**config.mk**
```make
export PLATFORM = sky130hd
export DESIGN_NAME = fifo_uart_tx
export DESIGN_NICKNAME = d
export VERILOG_FILES = /design/src/rtl/uart_pkg.sv /design/src/rtl/uart_baud_cnt.sv /design/src/rtl/fifo_uart_tx.sv
export SDC_FILE = /design/constraint.sdc
export NUM_CORES = 1
export LEC_CHECK = 0
export ABC_AREA = 1
export CAP_MARGIN = 0
export CORE_MARGIN = 2
export CORE_UTILIZATION = 40
export DETAILED_ROUTE_END_ITERATION = 8
export PLACE_DENSITY_LB_ADDON = 0.2
export SLEW_MARGIN = 20
export SYNTH_ARGS = -nofsm -noshare
export SYNTH_HDL_FRONTEND = slang
export SYNTH_SLANG_ARGS = --single-unit
```
**constraint.sdc**
```tcl
create_clock -name clk -period 3.2 [get_ports clk]
set_input_delay 0.64 -clock clk [delete_from_list [all_inputs] [get_ports clk]]
set_output_delay 0.64 -clock clk [all_outputs]
set_load 0.02 [all_outputs]
```
**src/rtl/uart_pkg.sv**
```systemverilog
// Shared types and helpers for the FIFO-fed UART transmitter.
package uart_pkg;

   // Transmitter sequencing: pop a word, wait for it, then send the frame.
   typedef enum logic [2:0] {
      IDLE,
      FETCH,
      LOAD,
      START,
      DATA,
      PARITY,
      STOP
   } tx_state_e;

   // Widest word the parity helper handles; wider words would be truncated.
   localparam int MAX_DATA_WIDTH = 64;

   // Number of serial bit periods in one frame: start, data, optional parity, stop.
   function automatic int frame_bits(input int dataWidth, input int parityEn, input int stopBits);
      return 1 + dataWidth + parityEn + stopBits;
   endfunction

   // Even parity: the extra bit makes the total count of ones even.
   function automatic logic even_parity(input logic [MAX_DATA_WIDTH-1:0] data);
      return ^data;
   endfunction

endpackage

```
**src/rtl/uart_baud_cnt.sv**
```systemverilog
// Bit-period counter: counts 0..CLKS_PER_BIT-1 and flags the last cycle of each bit.
module uart_baud_cnt #(
   parameter int CLKS_PER_BIT = 16
) (
   input  logic clk,
   input  logic rst,
   input  logic clear_i,
   output logic bit_tick_o
);

   localparam int CW = (CLKS_PER_BIT > 1) ? $clog2(CLKS_PER_BIT) : 1;
   localparam logic [CW-1:0] LAST = CW'(CLKS_PER_BIT - 1);

   logic [CW-1:0] cnt_q;

   // Free-running within a frame; held at zero while the transmitter is not shifting bits.
   always_ff @(posedge clk or posedge rst) begin
      if (rst) begin
         cnt_q <= '0;
      end else if (clear_i || (cnt_q == LAST)) begin
         cnt_q <= '0;
      end else begin
         cnt_q <= cnt_q + 1'b1;
      end
   end

   // The tick marks the final cycle of the current bit period.
   assign bit_tick_o = (cnt_q == LAST);

endmodule

```
**src/rtl/fifo_uart_tx.sv**
```systemverilog
// UART transmitter that pops words from a synchronous FIFO and sends them as serial frames.
module fifo_uart_tx
   import uart_pkg::*;
#(
   parameter int DATA_WIDTH   = 8,
   parameter int CLKS_PER_BIT = 16,
   parameter int PARITY_EN    = 0,
   parameter int STOP_BITS    = 1
) (
   input  logic                  clk,
   input  logic                  rst,
   input  logic                  tx_en,
   input  logic                  fifo_empty,
   input  logic [DATA_WIDTH-1:0] fifo_data,
   output logic                  fifo_r_en,
   output logic                  tx,
   output logic                  busy,
   output logic                  tx_done
);

   localparam int BIT_W = $clog2(DATA_WIDTH + 1);
   localparam logic [BIT_W-1:0] LAST_DATA_BIT = BIT_W'(DATA_WIDTH - 1);
   localparam logic [BIT_W-1:0] LAST_STOP_BIT = BIT_W'(STOP_BITS - 1);

   tx_state_e             state_q, state_d;
   logic [DATA_WIDTH-1:0] shift_q, shift_d;
   logic [BIT_W-1:0]      bitCnt_q, bitCnt_d;
   logic                  parity_q, parity_d;
   logic                  tx_q, tx_d;
   logic                  rEn_q, rEn_d;
   logic                  baudClear;
   logic                  bitTick;

   // The bit-period counter only runs while a frame is actually on the line.
   assign baudClear = (state_q == IDLE) || (state_q == FETCH) || (state_q == LOAD);

   uart_baud_cnt #(
      .CLKS_PER_BIT(CLKS_PER_BIT)
   ) uBaud (
      .clk       (clk),
      .rst       (rst),
      .clear_i   (baudClear),
      .bit_tick_o(bitTick)
   );

   // State, datapath and the registered line/strobe outputs; reset forces the line idle at once.
   always_ff @(posedge clk or posedge rst) begin
      if (rst) begin
         state_q  <= IDLE;
         shift_q  <= '0;
         bitCnt_q <= '0;
         parity_q <= 1'b0;
         tx_q     <= 1'b1;
         rEn_q    <= 1'b0;
      end else begin
         state_q  <= state_d;
         shift_q  <= shift_d;
         bitCnt_q <= bitCnt_d;
         parity_q <= parity_d;
         tx_q     <= tx_d;
         rEn_q    <= rEn_d;
      end
   end

   // Next-state logic; the line level and read strobe are derived from where we are going,
   // so both come straight out of flops with no decode glitches.
   always_comb begin
      state_d  = state_q;
      shift_d  = shift_q;
      bitCnt_d = bitCnt_q;
      parity_d = parity_q;

      case (state_q)
         IDLE: begin
            if (tx_en && !fifo_empty) begin
               state_d = FETCH;
            end
         end
         FETCH: begin
            state_d = LOAD;
         end
         LOAD: begin
            shift_d  = fifo_data;
            parity_d = even_parity(MAX_DATA_WIDTH'(fifo_data));
            bitCnt_d = '0;
            state_d  = START;
         end
         START: begin
            if (bitTick) begin
               state_d = DATA;
            end
         end
         DATA: begin
            if (bitTick) begin
               shift_d = shift_q >> 1;
               if (bitCnt_q == LAST_DATA_BIT) begin
                  bitCnt_d = '0;
                  state_d  = (PARITY_EN != 0) ? PARITY : STOP;
               end else begin
                  bitCnt_d = bitCnt_q + 1'b1;
               end
            end
         end
         PARITY: begin
            if (bitTick) begin
               bitCnt_d = '0;
               state_d  = STOP;
            end
         end
         STOP: begin
            if (bitTick) begin
               if (bitCnt_q == LAST_STOP_BIT) begin
                  bitCnt_d = '0;
                  state_d  = IDLE;
               end else begin
                  bitCnt_d = bitCnt_q + 1'b1;
               end
            end
         end
         default: begin
            state_d = IDLE;
         end
      endcase

      tx_d = 1'b1;
      case (state_d)
         START:   tx_d = 1'b0;
         DATA:    tx_d = shift_d[0];
         PARITY:  tx_d = parity_d;
         default: tx_d = 1'b1;
      endcase

      rEn_d = (state_d == FETCH);
   end

   assign fifo_r_en = rEn_q;
   assign tx        = tx_q;
   assign busy      = (state_q != IDLE);
   assign tx_done   = (state_q == STOP) && bitTick && (bitCnt_q == LAST_STOP_BIT);

endmodule

```
Yosys cells after proc, flatten, opt, wreduce, memory -nomap -nowiden
Index checks and enable logic that the tools add are counted.
Storage, ports and cells
  bits in registers: 22
  output and inout bits: 4
  bits of input ports: 12
  logic and storage cells: 59
Operators by class
  add/subtract/negate cells: 2
  muxes and demuxes: 19
  eq/ne operators: 15
  reduce and logical (&&, ||, !) cells: 15
Operators by type and width (number)
  parity 64 bit: 1
  2-to-1 mux 4 bit: 6
  2-to-1 mux 3 bit: 7
  one-hot mux 3 bit (7 select lines): 1
  one-hot mux 4 bit (4 select lines): 1
  one-hot mux 8 bit (2 select lines): 1
  == test 3 bit, second input constant: 5
  == test 3 x 2 -> 1 bit, second input constant: 3
  adder 4 x 1 -> 4 bit, second input constant: 2
  2-to-1 mux 8 bit: 1
  == test 3 x 1 -> 1 bit, second input constant: 2
  != test 2 bit, second input constant: 3
  == test 4 x 3 -> 1 bit, second input constant: 1
  == test 4 bit, second input constant: 1
  logical NOT 4 bit: 1
  AND reduction 4 bit: 1
  nonzero test 4 bit: 1
  logical AND 1 bit: 3
  logical NOT 3 bit: 1
  logical OR 1 bit: 3
  one-hot mux 1 bit (3 select lines): 1
  nonzero test 3 bit: 1
  AND reduction 2 bit: 1
  nonzero test 2 bit: 1
  2 further kinds: 2

Logic depth before layout (Yosys ltp)
Gate-level depths: netlist of the first run.
  word-level depth: 6
  mapped depth: 11
  depth with buffers taken out: 11

By module
From an unflattened synthesis of the first run, not the netlist that was laid out.
Second synthesis, totals
  cells, all modules: 183
  area, all modules: 1363.8 um2
By module, submodules not included
  fifo_uart_tx: times used 1, sequential area each 451.7 um2, cells each 163, area an instance 1167.4 um2
  uart_baud_cnt: times used 1, sequential area each 100.1 um2, cells each 20, area an instance 196.4 um2

Worst setup path after synthesis of the first run
OpenSTA, ideal clock, no wires.
  path kind: reg-to-output
  start: reg bitCnt_q[0]
  end: out tx_done
  path buffers: 0
  arrival: 1393 ps
  data required time: 2560 ps
  slack: 1167 ps
  stages on the path, launching flop included: 5
  cells stage by stage: dfrtp_1 > inv_1 > ha_1 > nand3_1 > nor4_1
Between the ends
  cells in the longest elaborated chain, start to end: 2
RTL lines
  start: declaration: RTL line fifo_uart_tx.sv:27  | logic [BIT_W-1:0] bitCnt_q, bitCnt_d;
  start signal: assignment: RTL line fifo_uart_tx.sv:58  | bitCnt_q <= bitCnt_d;
  logical NOT 4 bit: RTL line fifo_uart_tx.sv:139  | assign tx_done = (state_q == STOP) && bitTick && (bitCnt_q == LAST_STOP_BIT);
  logical AND 1 bit: RTL line fifo_uart_tx.sv:139
  end: declaration: RTL line fifo_uart_tx.sv:18  | output logic tx_done
No other way between the ends.

Worst setup path in the final report of the first run
  start: reg state_q[2]
  end: out tx_done
Between the ends
  cells in the longest elaborated chain, start to end: 3
RTL lines
  start: declaration: RTL line fifo_uart_tx.sv:25  | tx_state_e state_q, state_d;
  start signal: assignment: RTL line fifo_uart_tx.sv:56  | state_q <= state_d;
  == test 3 bit: RTL line fifo_uart_tx.sv:139
  logical AND 1 bit (2 in a row): RTL line fifo_uart_tx.sv:139
No other way between the ends.

==> flow_summary.ini, run 1 <==
[synthesis]
synth_top_area_frac = 0.3730
ys_seq_elements = 22
synth_top_family_by_area = simple AND/OR/NAND/NOR gates
synth-simple-area-share = 0.3250
yosys_warnings = 0
synth_compound_area_frac = 0.1172
synth.distinct_cells = 36
synth_fa_ha_area_frac = 0.02664
synth-main-ff-cell = dfrtp_1
synth_edf_count = 0
yosys.area.top_type = dfrtp_1
synthMuxAreaShare = 0
synthXorXnorAreaFrac = 0.03730
syn_avg_cell_area_um2 = 7.960
synthArstFlopShare = 1.000
synthTopCellsByArea = dfrtp_1 (37%), nand2_1 (11%), inv_1 (7.5%)
syn_inst = 177
synth_area_mm2 = 0.001409
syn-num-nets = 192
seq_area_frac_synth = 0.3917

[worst_hold_path]
hold-path-cell-count = 1
min_to = uBaud.cnt_q[0]
holdCritPathClass = register to register
hold_start = uBaud.cnt_q[0]

[grt]
grt.total_usage = 0.1509
grt_pass1_vias = 1171
gr-total-overflow = 0
grt_pass1_wl_mm = 4.912
grt_max_degree = 23
antenna_found_initial = 0

[timing]
timing.final.max_slew_violations = 0
relSlewSlack = 0.4541
period_minus_slack_ns = 2.598
rsz0062_at_grt = false
fin_skew_ns = 0.01334
hold_ws_ns = 0.4687
worstMarginPinSlew_ns = 0.8180
tns_ns = 0
finalHoldViolations = 0
max_freq_ghz = 0.3848
setup_viol = 0
post-route-period-util = 0.8120

[critical_path]
r2r_slack_ns = 1.58
worstSetupPathType = register to output pin
arrival_ns = 1.96
reg2regPathDepth = 10
cp-end-kind = output pin
crit_fanout = 8
rr_startpoint = uBaud.cnt_q[0]
cpLargestDelayFamily = buffers and inverters
path_buf_inv = 2
crit_chain = inv_1 > nor4_1 > clkdlybuf4s50_1
r2r_end = tx
critPathMaxStageDelay_ns = 0.65
start_kind = register
cp.required_ns = 2.56
slowest_stage = clkdlybuf4s50_1

[drt]
ant_nets = 0
vias = 1157
drt-initial-drc-count = 63
wl_mm = 2.668
drc_errors = 0
avgRoutedWirePerCell_um = 11.07
vias_per_cell = 4.801
firstDrtPassIters = 4

[final_layout]
syn_to_final_growth_pct = 15.81
drive_gt1_frac = 0.1692
fin_cells = 241
antenna_cells = 0
num-fill-cells = 382
nets = 211

[clocking]
clock_latency_ns = 0.30
hold_buffers = 0
cts_root_buf = clkbuf_4
cts_num_sinks = 22
cts-resized-gates = 0
cts_setup_buffers = 0
numCtsBuffers = 3
h-tree-depth = 1
tritoncts = built
path_clk_slew_ns = 0.12
clock_path_buffers = 2

[die]
start_util = 0.4189
die_w_um = 63.35
dieArea_mm2 = 0.004013
fp.dieH_um = 63.35
io_pins = 16
rows = 21
placeableCoreArea_mm2 = 0.003363

[placement]
place_inst = 237
globalplace.congestion = 0.8566
hpwlAfterDp_mm = 2.215
port_buffers = 15

[pwr]
p_leak_nw = 0.8483
worst_ir_drop_vdd_v = 0.0002014
pwr_density_cell_mw_per_mm2 = 290.2
p_total_mw = 0.4735

[status]
outcome = finished, final reports clean

[job]
drv_cap = 0
registers in the layout (all words and copies together) (netlist names):
name and flops:
state_q 3, fifo_r_en 1, uBaud.cnt_q 4, bitCnt_q 4, shift_q 8, tx 1, parity_q 1
cells by family (layout without fill, tap and decap cells):
family / after synthesis / in the layout
AND/OR/NAND/NOR: 87 / 87
buffers and inverters: 36 / 54
AO/OA/AOI/OAI: 23 / 23
flip-flops: 22 / 22
XOR/XNOR: 6 / 6
adder cells (fa/ha/maj): 3 / 3
cell usage after synthesis (2+ instances only):
cell type,n
nand2_1,42
inv_1,28
dfrtp_1,21
nor2_1,14
nand3_1,8
inv_2,6
nand2_2,5
nand3_2,4
xnor2_1,4
a22oi_1,3
ha_1,3
nand2_4,3
nor2_2,3
o21ai_1,3
o21ai_2,3
o221ai_1,3
nor2_4,2
o21ai_0,2
o22ai_1,2
xor2_1,2
power by group:
| group | internal, mW | switching, mW | total [mW] |
|---|---|---|---|
| Sequential | 0.286 | 0.00232 | 0.288 |
| Combinational | 0.0287 | 0.0326 | 0.0613 |
| Clock | 0.0485 | 0.0757 | 0.124 |
how the worst max path moves through the flow:
stage	start	to	slack, ns	depth (start not counted)
floorplan	bitCnt_q[0]	tx_done	1.17	4
global placement	bitCnt_q[0]	tx_done	0.94	5
detailed placement	bitCnt_q[0]	tx_done	0.93	5
CTS	bitCnt_q[0]	tx_done	0.57	5
global route	state_q[2]	tx_done	0.50	3
finish	state_q[2]	tx_done	0.60	3
cells in the final DEF (no fill, tap or decap), drive strengths merged, types with 2 or more instances in the layout:
| cell | instances |
|---|---|
| xnor2 | 4 |
| inv | 34 |
| dfrtp | 21 |
| o221ai | 3 |
| o21ai | 8 |
| xor2 | 2 |
| nand3 | 13 |
| nor2 | 20 |
| clkdlybuf4s50 | 15 |
| nand2 | 50 |
| a22oi | 3 |
| o22ai | 2 |
| ha | 3 |
| clkbuf | 4 |
cell type report:
class                           instances  area (um2)  area share
Sequential cell                        22       551.8      0.3382
Tap cell                               46       57.56     0.03528
Clock buffer                            4       26.28     0.01610
Multi-Input combinational cell        119       713.2      0.4371
Timing Repair Buffer                   15       150.1     0.09202
Inverter                               35       132.6     0.08129
per-layer routing:
metal | up-vias | global-route usage | part of all wire
li1 | 594 | - | -
met1 | 550 | 0.1765 | 0.45
met2 | 9 | 0.2842 | 0.52
met3 | 4 | 0.01607 | 0.016
met4 | 0 | 0.04891 | 0.0094
met5 | - | 0 | 0
per-stage QoR:
step	worst slack [ns]	utilization	instance area, um2
after global placement	0.9418	0.4773	1605
after global routing	0.5015	0.4851	1632
after floorplan	1.167	-	1409
final	0.6015	0.4851	1632
after detailed placement	0.9291	0.4773	1605
after CTS	0.5744	0.4851	1632
(Power assumes the default switching activity.)
==> run 2: changes to the inputs <==
Clock period 3.2 ns to 2.4 ns, I/O delays scaled along.
==> run 2 against run 1 <==
  * Non-clock buffer count rose by 2
  * First-iteration DRC count down 24%
  * Flip-flop and latch count unchanged
  * Worst setup slack got worse by 0.39 ns
  * Cell area is 1.5% higher
==> flow_summary.ini, run 2 (synthesized netlist as in run 1, its figures left out) <==
[grt]
antenna_found_initial = 0
grt_util_met2 = 0.2526
gr-total-overflow = 0
grt_pass1_vias = 1142
grt.total_usage = 0.1427
grt_max_degree = 23
busiest_layer = met2
use_met1 = 0.1746
use_met3 = 0.01964
grt_pass1_wl_mm = 4.678

[critical_path]
start_kind = register
cp-end-kind = output pin
critPathMaxStageDelay_ns = 0.54
arrival_ns = 1.71
path_depth = 3
cpLargestDelayFamily = buffers and inverters
path_buf_inv = 2
crit_chain = nor3_1 > inv_1 > clkdlybuf4s50_1
worstSetupPathType = register to output pin
rr_startpoint = uBaud.cnt_q[0]
slowest_stage = clkdlybuf4s50_1
crit_fanout = 7
r2r_end = tx
cp.required_ns = 1.92
reg2regPathDepth = 10
r2r_slack_ns = 0.82

[timing]
max_freq_ghz = 0.4560
period_minus_slack_ns = 2.193
relSlewSlack = 0.7724
fin_skew_ns = 0.007797
worstMarginPinSlew_ns = 0.3399
tns_ns = 0
layout_setup_ws_ns = 0.2068
post-route-period-util = 0.9138
rsz0062_at_grt = false
finalHoldViolations = 0
setup_viol = 0
timing.final.max_slew_violations = 0

[pwr]
p_total_mw = 0.6663
p_leak_nw = 0.8681
worst_ir_drop_vdd_v = 0.0002427
pwr_density_cell_mw_per_mm2 = 402.5

[placement]
placedInstanceArea_mm2 = 0.001620
dpl_worst_slack_ns = 0.2686
globalplace.congestion = 0.9116
hpwlAfterDp_mm = 2.162
port_buffers = 15

[final_layout]
syn_to_final_growth_pct = 17.50
layout_common_cells = nand2_1 (42), inv_1 (28), dfrtp_1 (21)
fin_area_mm2 = 0.001655
drive_gt1_frac = 0.1827
reg_top3 = shift_q: 8 flops, bitCnt_q: 4 flops, uBaud.cnt_q: 4 flops
num-fill-cells = 343
antenna_cells = 0
largest_reg_flops = 8
nets = 213
regArea_um2 = 551.8
regMostFlops = shift_q
multiInputGateArea_um2 = 713.2
final_common_cell = nand2_1

[drt]
vias = 1148
drt-initial-drc-count = 48
drc_errors = 0
firstDrtPassIters = 4
avgRoutedWirePerCell_um = 10.84
wl_mm = 2.634
ant_nets = 0
vias_per_cell = 4.724

[die]
rows = 21
die_w_um = 63.35
io_pins = 16
placeableCoreArea_mm2 = 0.003363
dieArea_mm2 = 0.004013
start_util = 0.4189
fp.dieH_um = 63.35

[clocking]
cts_setup_buffers = 0
clock_latency_ns = 0.30
clock_path_buffers = 2
tritoncts = built
cts_root_buf = clkbuf_4
path_clk_slew_ns = 0.12
numCtsBuffers = 3
h-tree-depth = 1
cts_num_sinks = 22

[worst_hold_path]
hold-path-cell-count = 1
min_to = uBaud.cnt_q[0]
holdCritPathClass = register to register
hold_start = uBaud.cnt_q[0]

[status]
outcome = finished, final reports clean

[job]
drv_cap = 0
[run 2: cell types whose count changed in the layout (fill, tap and decap cells not counted)]
cell	before	now
clkbuf_1	1	0
dlygate4sd2_1	0	1
buf_4	0	2
clkdlybuf4s50_1	15	14
clkbuf_8	0	1
[run 2: routing by layer]
| metal | wire length (um) | share of wire |
|---|---|---|
| met1 | 1261 | 0.48 |
| met2 | 1268 | 0.48 |
| met3 | 67 | 0.025 |
| met4 | 38 | 0.014 |
| met5 | 0 | 0 |
[run 2: metrics by stage]
step           utilization  hold WS, ns  instances
2_1_floorplan            -       0.4319        177
3_3_place_gp        0.4818       0.4427        239
3_5_place_dp        0.4818       0.4555        239
4_1_cts             0.4922       0.4762        243
5_1_grt             0.4922       0.4927        243
6_report            0.4922       0.4727        243
[run 2: final cells by class]
cell class                      instances  area share
Clock buffer                            4     0.02192
Tap cell                               46     0.03477
Inverter                               35     0.08012
Multi-Input combinational cell        119      0.4308
Sequential cell                        22      0.3333
Timing Repair Buffer                   17     0.09902
[run 2: worst max-delay path by stage]
| stage | from | end | slack, ns |
|---|---|---|---|
| 3_3_place_gp | bitCnt_q[0] | tx_done | 0.31 |
| 3_5_place_dp | bitCnt_q[0] | tx_done | 0.27 |
| 6_report | state_q[1] | busy | 0.21 |
| 2_1_floorplan | bitCnt_q[0] | tx_done | 0.53 |
| 4_1_cts | state_q[1] | busy | 0.17 |
| 5_1_grt | state_q[1] | busy | 0.08 |
[run 2: where the power goes]
| part | total [mW] | internal, mW | switching, mW |
|---|---|---|---|
| combinational | 0.0832 | 0.0394 | 0.0437 |
| sequential | 0.384 | 0.381 | 0.00312 |
| clock | 0.199 | 0.0926 | 0.107 |
[run 2: timing repair]
| item | 4_1_cts | 5_1_grt |
|---|---|---|
| gates resized for setup | 1 | 0 |
| hold buffers | 0 | 0 |
| endpoints found under the setup margin | 1 | 0 |
==> run 3: changes to the inputs <==
Settings changed: SETUP_SLACK_MARGIN set to 0.05.
Clock period 2.4 ns to 2.52 ns, I/O delays scaled along.
==> run 3 against run 2 <==
  * Critical path depth stayed put
  * Flip-flop and latch count unchanged
  * Power decreased by 5.0%
  * Cell count is the same
  * Sequential share of layout area unchanged
  * First-iteration DRC count down 13%
  * Combinational power fell by 5.3%
  * Critical path type unchanged
  * Via count decreased by 0.61%
  * Highest routed layer unchanged
  * Non-clock buffer count is the same
  * Clock power decreased by 6%
  * Clock skew is 0.0072 ns lower
==> flow_summary.ini, run 3 (synthesized netlist as in run 1, its figures left out) <==
[final_layout]
drive_gt1_frac = 0.1827
layout_common_cells = nand2_1 (42), inv_1 (28), dfrtp_1 (21)
final_common_cell = nand2_1
regMostFlops = shift_q
antenna_cells = 0
nets = 213
reg_top3 = shift_q: 8 flops, bitCnt_q: 4 flops, uBaud.cnt_q: 4 flops
num-fill-cells = 341
syn_to_final_growth_pct = 17.50
fin_cells = 243
largest_reg_flops = 8

[clocking]
clock_path_buffers = 2
hold_buffers = 0
h-tree-depth = 1
tritoncts = built
cts_num_sinks = 22
path_clk_slew_ns = 0.11
cts-resized-gates = 1
clock_latency_ns = 0.30
cts_root_buf = clkbuf_4
numCtsBuffers = 3
cts_setup_buffers = 0

[drt]
top_layer = met4
drc_errors = 0
vias_per_cell = 4.695
firstDrtPassIters = 4
wl_met3_um = 46
avgRoutedWirePerCell_um = 10.86
vias = 1141
met2_length_mm = 1.301
drt-met1-wl_mm = 1.275
drt-initial-drc-count = 42
wl_mm = 2.640
ant_nets = 0

[pwr]
pwr_density_cell_mw_per_mm2 = 382.3
p_leak_nw = 0.8681
worst_ir_drop_vdd_v = 0.0002445

[timing]
post-route-period-util = 0.8783
period_minus_slack_ns = 2.213
timing.final.max_slew_violations = 0
tns_ns = 0
layout_setup_ws_ns = 0.3066
max_freq_ghz = 0.4518
setup_viol = 0
relSlewSlack = 0.7868
finalHoldViolations = 0
fin_skew_ns = 0.0006403
rsz0062_at_grt = false
worstMarginPinSlew_ns = 0.3185

[critical_path]
slowest_stage = clkdlybuf4s50_1
arrival_ns = 1.71
start_kind = register
critPathMaxStageDelay_ns = 0.54
crit_fanout = 7
cp-end-kind = output pin
worstSetupPathType = register to output pin
cp.required_ns = 2.02
crit_chain = nor3_1 > inv_1 > clkdlybuf4s50_1

[placement]
port_buffers = 15
dpl_worst_slack_ns = 0.3654
globalplace.congestion = 0.9116
place_inst = 239
hpwlAfterDp_mm = 2.159

[grt]
grt.total_usage = 0.1439
grt_pass1_vias = 1123
grt_pass1_wl_mm = 4.698
gr-total-overflow = 0
antenna_found_initial = 0
grt_max_degree = 23

[status]
outcome = finished, final reports clean

[die]
io_pins = 16
die_w_um = 63.35
fp.dieH_um = 63.35
rows = 21
dieArea_mm2 = 0.004013
placeableCoreArea_mm2 = 0.003363
start_util = 0.4189

[job]
drv_cap = 0

[worst_hold_path]
holdCritPathClass = register to register
run 3: cell counts in the layout (fill, tap and decap cells not counted):
Identical to the previous run, type by type.
run 3: stage by stage:
stage / power (mW) / util / area (um2) / hold slack [ns]
final: 0.6328 / 0.4922 / 1655 / 0.4690
after global routing: 0.6779 / 0.4922 / 1655 / 0.4945
after CTS: 0.6455 / 0.4922 / 1655 / 0.4712
after global placement: 0.4497 / 0.4818 / 1620 / 0.4427
after floorplan: 0.4172 / - / 1409 / 0.4319
after detailed placement: 0.4521 / 0.4818 / 1620 / 0.4533
run 3: metal layers:
layer,up-vias,GRT usage
met5,-,0
met1,528,0.1827
met4,0,0.04891
met2,7,0.2526
met3,2,0.01607
li1,604,-
run 3: final timing paths:
kind	startpoint	endpoint	depth (start not counted)	slack, ns
max	state_q[1]	busy	3	0.31
min	uBaud.cnt_q[0]	uBaud.cnt_q[0]	1	0.47
max reg2reg	uBaud.cnt_q[0]	tx	10	0.94
min reg2reg	uBaud.cnt_q[0]	uBaud.cnt_q[0]	1	0.47
max in group asynchronous	rst	tx	3	1.72
min in group asynchronous	rst	shift_q[7]	3	0.52
run 3: where the power goes:
group	internal [mW]	total, mW	leakage (nW)	switching, mW
clock network	0.0881	0.188	0.0210	0.100
registers	0.363	0.366	0.257	0.00298
logic	0.0376	0.0788	0.591	0.0413
run 3: layout make-up:
| type | instances | area (um2) | share of cell area |
|---|---|---|---|
| clock buffer | 4 | 36.28 | 0.02192 |
| tap | 46 | 57.56 | 0.03477 |
| timing repair buffer | 17 | 163.9 | 0.09902 |
| multi-input combinational | 119 | 713.2 | 0.4308 |
| inverter | 35 | 132.6 | 0.08012 |
| sequential | 22 | 551.8 | 0.3333 |
run 3: worst max-delay path: cells and delay by family, from the launching register on:
kind                   cells  cell delay, ns
DFF                        1            0.51
buffers and inverters      2            0.61
and+or+nand+nor            1            0.29
